`config.mk`:
```
export PLATFORM = sky130hd
export DESIGN_NAME = logicnets_input_framer
export DESIGN_NICKNAME = d
export VERILOG_FILES = /design/src/rtl/logicnets_framer_pkg.sv /design/src/rtl/logicnets_sample_quant.sv /design/src/rtl/logicnets_input_framer.sv
export SDC_FILE = /design/constraint.sdc
export NUM_CORES = 1
export LEC_CHECK = 0
export BUFFER_PORTS_ARGS = -buffer_cell sky130_fd_sc_hd__buf_4
export CORE_AREA = 2 2 59 61
export DETAILED_ROUTE_END_ITERATION = 7
export DIE_AREA = 0 0 61 63
export SYNTH_ARGS = -nofsm -noshare
export SYNTH_HDL_FRONTEND = slang
export SYNTH_SLANG_ARGS = --single-unit
```
`constraint.sdc`:
```
create_clock -name clk -period 4.66 [get_ports clk]
set_clock_uncertainty 0.1 [all_clocks]
set_input_delay 0.932 -clock clk [delete_from_list [all_inputs] [get_ports clk]]
set_output_delay 0.932 -clock clk [all_outputs]
set_load 0.02 [all_outputs]
```
`src/rtl/logicnets_framer_pkg.sv`:
```
// Shared types and the sample quantiser used by the layer-0 input framer
// and by the training-side golden model.
package logicnets_framer_pkg;

  localparam int unsigned FEAT_W = 2;

  typedef enum logic [0:0] {
    IDLE = 1'b0,
    FILL = 1'b1
  } state_e;

  // Three ascending thresholds split the signed range into four codes.
  function automatic logic [FEAT_W-1:0] quantise(input int sample, input int th0,
                                                 input int th1, input int th2);
    if (sample < th0)      return 2'd0;
    else if (sample < th1) return 2'd1;
    else if (sample < th2) return 2'd2;
    else                   return 2'd3;
  endfunction

endpackage

```
`src/rtl/logicnets_sample_quant.sv`:
```
// Combinational sample-to-code quantiser for one readout sample.
module logicnets_sample_quant
  import logicnets_framer_pkg::*;
#(
  parameter int SAMPLE_W = 12,
  parameter int TH0      = -512,
  parameter int TH1      = 0,
  parameter int TH2      = 512
) (
  input  logic signed [SAMPLE_W-1:0] sample,
  output logic        [FEAT_W-1:0]   code
);

  always_comb code = quantise(int'(sample), TH0, TH1, TH2);

endmodule

```
`src/rtl/logicnets_input_framer.sv`:
```
// Packs NUM_FEAT quantised samples, aligned on in_sof, into one held
// input vector for the LogicNets layer-0 neurons.
module logicnets_input_framer #(
  parameter int SAMPLE_W = 12,
  parameter int NUM_FEAT = 3,
  parameter int FEAT_W   = 2,
  parameter int TH0      = -512,
  parameter int TH1      = 0,
  parameter int TH2      = 512
) (
  input  logic                       clk,
  input  logic                       rst_n,
  input  logic                       in_valid,
  output logic                       in_ready,
  input  logic [SAMPLE_W-1:0]        in_sample,
  input  logic                       in_sof,
  output logic                       out_valid,
  input  logic                       out_ready,
  output logic [NUM_FEAT*FEAT_W-1:0] out_data,
  output logic [7:0]                 sync_err_cnt
);
  import logicnets_framer_pkg::state_e;
  import logicnets_framer_pkg::IDLE;
  import logicnets_framer_pkg::FILL;

  localparam int CNT_W = $clog2(NUM_FEAT);
  localparam int VEC_W = NUM_FEAT * FEAT_W;
  localparam logic [CNT_W-1:0] LAST = CNT_W'(NUM_FEAT - 1);

  state_e             state_q, state_d;
  logic [CNT_W-1:0]   count_q, count_d;
  logic [VEC_W-1:0]   asm_q, asm_d;
  logic [VEC_W-1:0]   out_data_q, out_data_d;
  logic               out_valid_q, out_valid_d;
  logic [7:0]         err_q, err_d;
  logic [FEAT_W-1:0]  code;
  logic               accept;

  logicnets_sample_quant #(
    .SAMPLE_W (SAMPLE_W),
    .TH0      (TH0),
    .TH1      (TH1),
    .TH2      (TH2)
  ) u_quant (
    .sample (in_sample),
    .code   (code)
  );

  // Only the completing beat needs the output slot, so only it can stall.
  always_comb begin
    in_ready = !((state_q == FILL) && (count_q == LAST)) || !out_valid_q || out_ready;
    accept   = in_valid && in_ready;
  end

  always_comb begin
    state_d     = state_q;
    count_d     = count_q;
    asm_d       = asm_q;
    out_data_d  = out_data_q;
    out_valid_d = out_valid_q;
    err_d       = err_q;

    if (out_valid_q && out_ready) out_valid_d = 1'b0;

    if (accept) begin
      if (in_sof) begin
        if (state_q == FILL) err_d = (err_q == '1) ? err_q : err_q + 8'd1;
        asm_d[FEAT_W-1:0] = code;
        count_d           = CNT_W'(1);
        state_d           = FILL;
      end else if (state_q == IDLE) begin
        err_d = (err_q == '1) ? err_q : err_q + 8'd1;
      end else begin
        for (int unsigned k = 0; k < NUM_FEAT; k++) begin
          if (count_q == CNT_W'(k)) asm_d[k*FEAT_W +: FEAT_W] = code;
        end
        // A completing beat overrides the slot release on the same edge.
        if (count_q == LAST) begin
          out_data_d  = asm_d;
          out_valid_d = 1'b1;
          count_d     = '0;
          state_d     = IDLE;
        end else begin
          count_d = count_q + 1'b1;
        end
      end
    end
  end

  always_ff @(posedge clk or negedge rst_n) begin
    if (!rst_n) begin
      state_q     <= IDLE;
      count_q     <= '0;
      asm_q       <= '0;
      out_data_q  <= '0;
      out_valid_q <= 1'b0;
      err_q       <= '0;
    end else begin
      state_q     <= state_d;
      count_q     <= count_d;
      asm_q       <= asm_d;
      out_data_q  <= out_data_d;
      out_valid_q <= out_valid_d;
      err_q       <= err_d;
    end
  end

  assign out_valid    = out_valid_q;
  assign out_data     = out_data_q;
  assign sync_err_cnt = err_q;

endmodule

```
* After elaboration in Yosys (flattened, before gate mapping)
Cells that the tools add are included.
** Storage, ports and cells
- Register bits after elaboration :: 24
- Bits of input ports :: 17
- Output and inout bits :: 16
- Word-level logic and storage cells :: 54
** Operators by class
- Add/sub/neg operators :: 2
- Order comparisons :: 3
- Eq/ne operators :: 5
- Multiplexer cells :: 23
- Bitwise logic cells :: 1
- Reduce and logical (&&, ||, !) cells :: 13
** Operator list (count)
- $mux 8 :: 4
- $mux 2 :: 10
- $lt 12x1->1 const B :: 1
- $lt 12x10->1 const B :: 1
- $lt 12x11->1 const B :: 1
- $mux 1 :: 9
- $add 8x1->8 const B :: 1
- $eq 8x8->1 const B :: 1
- $reduce_and 3->1 :: 2
- $reduce_and 4->1 :: 1
- $logic_and 1x1->1 :: 3
- $add 2x1->2 const B :: 1
- $eq 2x1->1 const B :: 1
- $eq 2x2->1 const B :: 1
- $logic_not 1->1 :: 2
- $logic_not 2->1 :: 1
- $logic_or 1x1->1 :: 2
- $ne 2x1->1 const B :: 1
- $ne 2x2->1 const B :: 1
- $reduce_and 2->1 :: 1
- $reduce_bool 2->1 :: 1
- $not 1->1 :: 1

* Depth between registers and ports, before layout
Gate-level depths: netlist (run 1).
- Depth in word-level cells :: 7
- Gate-level depth with buffers :: 6
- Depth with buffers taken out :: 5

* By module
A second synthesis (run 1) with hierarchy kept.
** Second synthesis, totals
- Cell total of the unflattened synthesis :: 96
- Area total of the unflattened synthesis :: 1102.3 um^2
** By module, submodules not included
- logicnets_input_framer :: times used 1, cells each 91, area an instance 1067.3 um^2, sequential area each 550.5 um^2
- logicnets_sample_quant :: times used 1, cells each 5, area an instance 35.0 um^2, sequential area each 0.0 um^2

* Worst setup path before layout (run 1)
Ideal clock, no wire load.
- Path kind :: input port to output port
- From :: input out_ready
- To :: output in_ready
- Arrival :: 1418 ps
- Data required time :: 3628 ps
- Setup slack :: 2210 ps
- Stages on the path :: 2
- Buffers on the path :: 0
- Cell sequence :: and4bb_4 nand2_1
** Between the ends
- Longest elaborated chain between the ends :: 1
** Ends and longest elaborated chain
- from (decl) :: RTL line logicnets_input_framer.sv:18 : input logic out_ready,
- $logic_or 1x1->1 :: RTL line logicnets_input_framer.sv:51 : in_ready = !((state_q == FILL) && (count_q == LAST)) || !out_valid_q || out_ready;
- to (decl) :: RTL line logicnets_input_framer.sv:14 : output logic in_ready,
Every way passes these cells.

* Final worst setup path (run 1)
Same ends and word-level chain as after synthesis.

==> impl_metrics.yaml, run 1 <==
timing:
  tns_ns: 0
  setup_violations: 0
  max_slew.worst_pin.slew_ns: 0.463
  timing.fmax_mhz: 374
  relSlewSlack_pct: 69.1
  fin_crit_sh_pct: 57.4
  rsz0062_at_grt: "no"
  hold_viol: 0
  report.final.slew_viol_count: 0
  fin_crit_ns: 2.68
finish:
  layout-drive-gt1-share_pct: 37.7
  fillers: 320
  area_delta_synth_final_pct: 23.6
  fin_nets: 134
  layout_commonest_cell: "buf_4"
  stdcell_area_sq_mm: 0.00131
  seq_area_sq_um: 551
  diodes: 0
  layout_common_cells: "23 x buf_4, 22 x dfrtp_1, 9 x nand2_1"
  multi_input_area_sq_um: 483
worst_setup_path:
  crit_type: "input port to primary output"
  worst_setup_path_start_kind: "input port"
  required_ns: 3.63
  arrival_ns: 1.64
  crit_top_cell: "buf_4"
  crit_chain: "buf_4, and4bb_4, nand2_1, buf_4"
  cp_slowest_stage_delay_ns: 0.36
  crit_buf_inv: 2
  cp_top_family: "simple AND/OR/NAND/NOR gates"
  slowest_stage: "and4bb_4"
  endpoint_kind: "primary output"
  cp_max_fo: 3
place:
  io_buffers: 23
  dp_hpwl_mm: 1.48
  place.gp.congestion: 0.751
  dpl_cell_area_sq_mm: 0.00127
die:
  die_x_um: 61
  dieArea_sq_mm: 0.00384
  coreArea_sq_mm: 0.00323
  ios: 33
  rows: 21
  start_util_pct: 32.8
  die_h_um: 63
job:
  maxCapViolCount: 0
clock_tree:
  cts_setup_buffers: 0
  clk_latency_ns: 0.29
  numCtsBuffers: 3
  cts.sinks: 22
  cts.clk_slew.worst_paths_ns: 0.11
  cts_resized: 0
  clk_path_buf_depth: 2
  h-tree-depth: 1
  cts_tree: "yes"
  cts_hold_buf: 0
  cts-root-buf: "clkbuf_4"
status:
  status: "completed"
synthesis:
  synth.area.top_cells: "dfrtp_1 52%, mux2_2 8.5%, xnor2_1 4.1%, nand2_1 3.2%, ha_1 2.4%"
  synth_seq_cells: 22
  ys_warn_count: 0
  syn_inst: 89
  syn_nets: 108
  synth_area_per_cell_sq_um: 11.9
  synth_cell_type_count: 32
  synth_top_area_share_pct: 51.9
  synth_area_sq_mm: 0.00106
  ys_seq_area_share_pct: 51.9
  yosysTopAreaCell: "dfrtp_1"
drt:
  dr_total_vias: 746
  drtIter0Drc: 8
  ant_nets: 0
  drtPass1Iterations: 4
  remaining_drc_errors: 0
  wl_mm: 1.92
  wl_per_cell_um: 12.0
  vias_per_cell: 4.66
power:
  ir_worst_vdd_v: 0.000322
  power_density_mw_per_mm2: 537
  p_leak_nw: 0.621
grt:
  grt_max_degree: 23
  grt-ovfl-total: 0
  track_usage_pct: 11.8
  antenna_found_initial: 0
  grt_pass1_vias: 785
  grt_pass1_wl_mm: 3.46
min_path:
  hp-class: "flop to flop"
[cells in the mapped netlist (all sizes together)]
cell type  number
nor2b           1
inv             3
nand3           3
xnor2           5
nand2          10
and3            3
a21o            3
buf             2
and4bb          1
a22o            1
nand4           4
a211oi          1
o21ai           3
xor2            1
a21oi           4
nor2            2
and4b           1
ha              2
dfrtp          22
nor3            2
and4            1
a41oi           1
nand3b          1
mux2i           1
a31oi           1
mux2            9
and2b           1
[state kept, by name, summed over array words and instances (netlist names)]
register and count:
asm_q 4, count_q 2, out_valid 1, out_data 6, sync_err_cnt 8, state_q 1
[power by group]
| part | leakage, nW | internal (mW) | switching [mW] | total (mW) |
|---|---|---|---|---|
| registers | 0.275 | 0.260 | 0.0642 | 0.324 |
| logic | 0.325 | 0.141 | 0.138 | 0.279 |
| clock network | 0.0210 | 0.0476 | 0.0534 | 0.101 |
| total | 0.621 | 0.449 | 0.256 | 0.705 |
[final timing paths]
check / start / endpoint / slack (ns) / cells past startpoint
max reg2reg: state_q$_DFFE_PN0P_ / sync_err_cnt[1]$_DFFE_PN0P_ / 2.80 / 4
max in group asynchronous: rst_n / asm_q[1]$_DFFE_PN0P_ / 3.84 / 1
min: out_data[4]$_DFFE_PN0P_ / out_data[4]$_DFFE_PN0P_ / 0.39 / 1
min reg2reg: out_data[4]$_DFFE_PN0P_ / out_data[4]$_DFFE_PN0P_ / 0.39 / 1
max: out_ready / in_ready / 1.98 / 4
min in group asynchronous: rst_n / sync_err_cnt[3]$_DFFE_PN0P_ / 0.40 / 1
[final cells by class]
type	count	share of cell area [%]
Sequential cell	22	42.0
Multi-Input combinational cell	62	36.8
Timing Repair Buffer	23	13.2
Tap cell	46	4.39
Clock buffer	4	2.77
Inverter	3	0.859
[metrics by stage]
step / instances / power (mW) / hold WS, ns / setup slack, ns / utilization [%]
6_report: 160 / 0.705 / 0.395 / 1.98 / 40.6
3_3_place_gp: 156 / 0.603 / 0.363 / 1.99 / 39.5
4_1_cts: 160 / 0.714 / 0.398 / 1.98 / 40.6
5_1_grt: 160 / 0.759 / 0.401 / 1.96 / 40.6
3_5_place_dp: 156 / 0.610 / 0.372 / 1.98 / 39.5
2_1_floorplan: 89 / 0.495 / 0.375 / 2.21 / -
[routing by layer]
layer / routed length (um) / vias up / GRT usage, %
met3: 67 / 2 / 1.86
met1: 880 / 370 / 15.9
li1: - / 366 / -
met5: 0 / - / 0
met4: 24 / 0 / 4.08
met2: 949 / 8 / 18.8
[cells by family after synthesis]
group | after synthesis | synth area share (%)
flops | 22 | 51.9
mux | 10 | 10.8
xor+xnor | 6 | 5.66
compound gates | 14 | 9.79
simple gates | 30 | 16.9
buf+inv | 5 | 2.59
fa+ha+maj | 2 | 2.36
(Power assumes the default switching activity.)
==> run 2: changes to the inputs <==
ABC_AREA = 1   (was not set)
CORE_AREA = 2 2 64 66   (was 2 2 59 61)
DIE_AREA = 0 0 66 68   (was 0 0 61 63)
clock period = 2.6 ns   (was 4.66 ns; I/O delays follow)
==> run 2 against run 1 <==
Compared with the run above: combinational power up 75%; count of clock-buffer cells in the layout is the same; sequential share of layout area shrank 7.2 points; critical endpoint unchanged; largest power group unchanged; via count is 46% higher.
==> impl_metrics.yaml, run 2 <==
synthesis:
  synth_top_area_share_pct: 42.6
  synth-async-reset-ratio_pct: 100
  yosys_most_used_dff: "dfrtp_1"
  synth_area_sq_mm: 0.00129
  yosys-top-cells-count: "70 x nand2_1, 22 x dfrtp_1, 17 x inv_1"
  synth_cell_type_count: 20
  yosysMostFrequentCell: "nand2_1"
  synth_edf_count: 0
  ys_seq_area_share_pct: 42.6
  syn_inst: 170
  synth.area.top_cells: "dfrtp_1 43%, nand2_1 20%, inv_1 4.9%, nand3_1 4.3%, o21ai_0 3.5%"
  synth_area_per_cell_sq_um: 7.60
  yosysTopAreaCell: "dfrtp_1"
  ys_warn_count: 0
  syn_nets: 189
  synth_seq_cells: 22
finish:
  layout-drive-gt1-share_pct: 23.9
  fillers: 409
  layout_commonest_cell: "nand2_1"
  fin_nets: 217
  layout_common_cells: "70 x nand2_1, 23 x buf_4, 22 x dfrtp_1"
  stdcell_area_sq_mm: 0.00158
  area_delta_synth_final_pct: 22.5
  seq_area_sq_um: 551
  multi_input_area_sq_um: 658
  largest_reg_flops: 8
  diodes: 0
grt:
  track_usage_pct: 13.4
  grt_max_degree: 23
  grt_pass1_vias: 1017
  grt-ovfl-total: 0
  grt_pass1_wl_mm: 4.60
  antenna_found_initial: 0
timing:
  setup_violations: 0
  rsz0062_at_grt: "no"
  fin_crit_sh_pct: 73.3
  relSlewSlack_pct: 78.1
  report.final.slew_viol_count: 0
  fin_crit_ns: 1.90
  tns_ns: 0
  timing.fmax_mhz: 525
  hold_viol: 0
  max_slew.worst_pin.slew_ns: 0.325
die:
  rows: 23
  die_h_um: 68
  coreArea_sq_mm: 0.00386
  ios: 33
  die_x_um: 66
  dieArea_sq_mm: 0.00449
  start_util_pct: 33.5
clock_tree:
  numCtsBuffers: 3
  cts.clk_slew.worst_paths_ns: 0.08
  cts_hold_buf: 0
  cts-root-buf: "clkbuf_8"
  cts.sinks: 22
  cts_setup_buffers: 0
  clk_latency_ns: 0.26
  cts_resized: 0
  cts_tree: "yes"
  h-tree-depth: 1
  clk_path_buf_depth: 2
drt:
  wl_mm: 2.58
  drtIter0Drc: 97
  ant_nets: 0
  drtPass1Iterations: 4
  remaining_drc_errors: 0
  vias_per_cell: 4.42
  wl_per_cell_um: 10.4
  dr_total_vias: 1091
worst_setup_path:
  crit_type: "flop to primary output"
  reg2reg_depth: 7
  endpoint_kind: "primary output"
  crit_chain: "nand3_2, nor2_4, inv_1, buf_4"
  crit_buf_inv: 2
  slowest_stage: "dfrtp_1"
  r2r_slack_ns: 1.05
  cp_slowest_stage_delay_ns: 0.45
  cp_top_family: "flip-flops"
  worst_setup_path_start_kind: "flop"
  rr_endpoint: "sync_err_cnt[7]$_DFFE_PN0P_"
  r2r-start: "sync_err_cnt[0]$_DFFE_PN0P_"
  arrival_ns: 1.28
  cp_max_fo: 5
  required_ns: 1.98
power:
  ir_worst_vdd_v: 0.000551
  fin_total_pwr_mw: 1.28
  power_density_mw_per_mm2: 808
  p_leak_nw: 0.847
place:
  place.gp.congestion: 0.818
  io_buffers: 23
  dp_hpwl_mm: 1.94
  dpl_cell_area_sq_mm: 0.00153
status:
  status: "completed"
min_path:
  hp-class: "input port to async pin"
job:
  maxCapViolCount: 0
==> run 2: power breakdown <==
group | internal [mW] | total [mW] | switching [mW]
clock network | 0.135 | 0.248 | 0.113
registers | 0.443 | 0.540 | 0.0966
logic | 0.201 | 0.489 | 0.289
total | 0.779 | 1.28 | 0.498
==> run 2: layer usage <==
| layer | GRT usage (%) | routed length, um |
|---|---|---|
| met1 | 17.6 | 1250 |
| met5 | 0 | 0 |
| met2 | 22.5 | 1200 |
| met4 | 3.06 | 22 |
| met3 | 3.45 | 108 |
==> run 2: cells by family (layout without fill, tap and decap cells) <==
group | Yosys count | in the layout | synth area share [%]
AND/OR/NAND/NOR | 109 | 109 | 42.0
flip-flops | 22 | 22 | 42.6
buffers and inverters | 22 | 49 | 6.40
AO/OA/AOI/OAI | 14 | 14 | 6.39
adder cells (fa/ha/maj) | 2 | 2 | 1.94
XOR/XNOR | 1 | 1 | 0.678
==> run 2: worst max path at each step <==
stage	from	end	slack (ns)	depth (start not counted)
floorplan	out_ready	in_ready	0.99	4
global placement	out_ready	in_ready	0.73	6
detailed placement	out_ready	in_ready	0.74	6
CTS	state_q$_DFFE_PN0P_	in_ready	0.67	4
global route	state_q$_DFFE_PN0P_	in_ready	0.59	4
finish	state_q$_DFFE_PN0P_	in_ready	0.70	4
==> run 2: per-stage QoR <==
| step | setup slack (ns) | cells | hold slack, ns | util (%) |
|---|---|---|---|---|
| 6_report | 0.695 | 247 | 0.0272 | 41.0 |
| 5_1_grt | 0.593 | 247 | 0.0464 | 41.0 |
| 4_1_cts | 0.671 | 247 | 0.0382 | 41.0 |
| 3_5_place_dp | 0.740 | 243 | 0.331 | 39.6 |
| 3_3_place_gp | 0.733 | 243 | 0.331 | 39.6 |
| 2_1_floorplan | 0.992 | 170 | 0.124 | - |
==> run 2: worst register-to-register path: stages (launching register included) <==
cell     delay (ns)
dfrtp_1        0.44
ha_1           0.25
nand3_1        0.14
inv_1          0.11
nand3_4        0.13
nand3_4        0.14
nand2_1        0.09
nand2_1        0.05
==> run 2: layout make-up <==
class | count | share of cell area, %
well taps | 50 | 3.96
inverters | 22 | 5.22
clock buffers | 4 | 3.48
repair buffers | 23 | 10.9
multi-input cells | 126 | 41.6
flip-flops and latches | 22 | 34.8
==> run 3: changes to the inputs <==
clock period = 1.54 ns   (was 2.6 ns; I/O delays follow)
==> run 3 against run 2 <==
Compared with the run above: register-to-register slack worse by 0.93 ns; global-route usage is 0.19 points higher; utilization is 2.8 points higher; via count is 8.1% higher; first-iteration DRC count is 18% lower; power is 72% higher; die area stayed put; worst hold slack better by 0.19 ns; critical path depth is 1 higher; sequential share of layout area is 2.1 points lower; setup slack worse by 0.64 ns; sequential cell count stayed put; critical endpoint unchanged; largest cell class unchanged.
==> impl_metrics.yaml, run 3 (same netlist as run 2, synthesis figures left out) <==
drt:
  wl_mm: 2.69
  drtPass1Iterations: 4
  remaining_drc_errors: 0
  wl_per_cell_um: 10.4
  wl_met2_mm: 1.31
  maxUsedRoutingLayer: "met4"
  wl_met3_um: 107
  dr_total_vias: 1179
  ant_nets: 0
  wl_met1_mm: 1.26
  drtIter0Drc: 80
  vias_per_cell: 4.57
worst_setup_path:
  reg2reg_depth: 7
  r2r_slack_ns: 0.12
  cp_max_fo: 3
  worst_setup_path_start_kind: "flop"
  crit_type: "flop to primary output"
  endpoint_kind: "primary output"
  rr_endpoint: "sync_err_cnt[3]$_DFFE_PN0P_"
  arrival_ns: 1.08
  r2r-start: "sync_err_cnt[0]$_DFFE_PN0P_"
  required_ns: 1.13
die:
  dieArea_sq_mm: 0.00449
  coreArea_sq_mm: 0.00386
  ios: 33
  rows: 23
  start_util_pct: 33.5
  die_x_um: 66
  die_h_um: 68
min_path:
  hp-class: "input port to flop"
  whs_path_depth: 4
  hp-start: "out_ready"
  hold_end: "out_valid$_DFF_PN0_"
clock_tree:
  cts_tree: "yes"
  numCtsBuffers: 3
  clk_latency_ns: 0.26
  h-tree-depth: 1
  cts.clk_slew.worst_paths_ns: 0.08
  cts-root-buf: "clkbuf_8"
  clk_path_buf_depth: 2
  cts.sinks: 22
place:
  dp_hpwl_mm: 1.99
  dpl.cell_count: 248
  pre_cts_slack_ns: 0.0890
  io_buffers: 23
  place.gp.congestion: 0.782
  dpl_cell_area_sq_mm: 0.00156
finish:
  largest_reg_flops: 8
  layout-drive-gt1-share_pct: 29.3
  final_util_pct: 43.8
  diodes: 0
  area_delta_synth_final_pct: 30.8
  layout_commonest_cell: "nand2_1"
  layout_common_cells: "70 x nand2_1, 32 x buf_4, 20 x dfrtp_1"
  stdcell_area_sq_mm: 0.00169
  fin_nets: 229
  stdcell_count: 258
timing:
  hold_viol: 0
  fin_crit_sh_pct: 96.5
  setup_violations: 0
  max_slew.worst_pin.slew_ns: 0.294
  report.final.slew_viol_count: 0
  fin_crit_ns: 1.49
  relSlewSlack_pct: 80.4
  timing.fmax_mhz: 673
  tns_ns: 0
  whs_ns: 0.220
  setup_slack_ns: 0.0542
  rsz0062_at_grt: "yes"
grt:
  grt_pass1_wl_mm: 4.75
  track_usage_pct: 13.6
  grt_pass1_vias: 1107
  grt-ovfl-total: 0
  antenna_found_initial: 0
  grt_max_degree: 23
power:
  pwr-share-clk_pct: 16.1
  ir_worst_vdd_v: 0.000768
  cellInternalPower_mw: 1.34
  p_comb_share_pct: 43.5
  fin_total_pwr_mw: 2.20
  switching_power_mw: 0.859
  p_seq_share_pct: 40.5
  power_density_mw_per_mm2: 1300
  p_leak_nw: 0.901
  switching_share_pct: 39.1
status:
  status: "completed"
job:
  maxCapViolCount: 0
run 3: cell count changes in the layout (fill, tap and decap cells not counted):
| cell | before | now |
|---|---|---|
| buf_4 | 23 | 32 |
| buf_6 | 0 | 1 |
| clkbuf_8 | 4 | 3 |
| dfrtp_1 | 22 | 20 |
| dfrtp_2 | 0 | 2 |
| dlygate4sd3_1 | 0 | 1 |
| inv_1 | 17 | 16 |
| inv_2 | 5 | 6 |
| nand2_2 | 2 | 1 |
| nand2_4 | 0 | 1 |
| nand3_4 | 2 | 3 |
| nor2_1 | 8 | 7 |
| nor2_4 | 2 | 3 |
run 3: worst max path at each step:
stage	cells past startpoint	slack, ns	from	end
after floorplan	7	0.05	sync_err_cnt[0]$_DFFE_PN0P_	sync_err_cnt[7]$_DFFE_PN0P_
after global placement	8	0.09	in_sample[9]	asm_q[2]$_DFFE_PN0P_
after detailed placement	8	0.09	in_sample[9]	asm_q[2]$_DFFE_PN0P_
after CTS	5	0.007	count_q[0]$_DFFE_PN0P_	in_ready
after global routing	5	-0.008	count_q[0]$_DFFE_PN0P_	in_ready
final	5	0.05	count_q[0]$_DFFE_PN0P_	in_ready
run 3: cell type report:
class	instances	area, sq um
fillers	415	2170
well taps	50	62.6
inverters	22	82.6
multi-input cells	127	688
clock buffers	3	41.3
repair buffers	34	262
flip-flops and latches	22	553
run 3: power groups by stage:
stage,clock [mW],sequential [mW],combinational [mW]
global route,0.391,0.921,1.07
finish,0.353,0.889,0.955
CTS,0.373,0.893,0.937
global placement,0,0.903,0.904
floorplan,0,1.05,0.384
detailed placement,0,0.902,0.914
run 3: timing repair:
item	in CTS	in global routing
pin swaps	1	3
cloned	0	1
resized for setup	3	5
endpoints found under the hold margin	22	0
setup buffers	3	2
endpoints found under the setup margin	1	3
hold buffers	1	0
run 3: worst max-delay path, stage by stage, from the launching register on:
cell and delay [ns]:
dfrtp_2 0.42, inv_2 0.07, nand2_4 0.05, nor2_4 0.12
inv_2 0.04, buf_6 0.12
run 3: per-layer routing:
| metal | up-vias | GRT usage (%) |
|---|---|---|
| met5 | - | 0 |
| met4 | 0 | 1.53 |
| li1 | 617 | - |
| met1 | 536 | 17.2 |
| met2 | 24 | 24.2 |
| met3 | 2 | 3.62 |
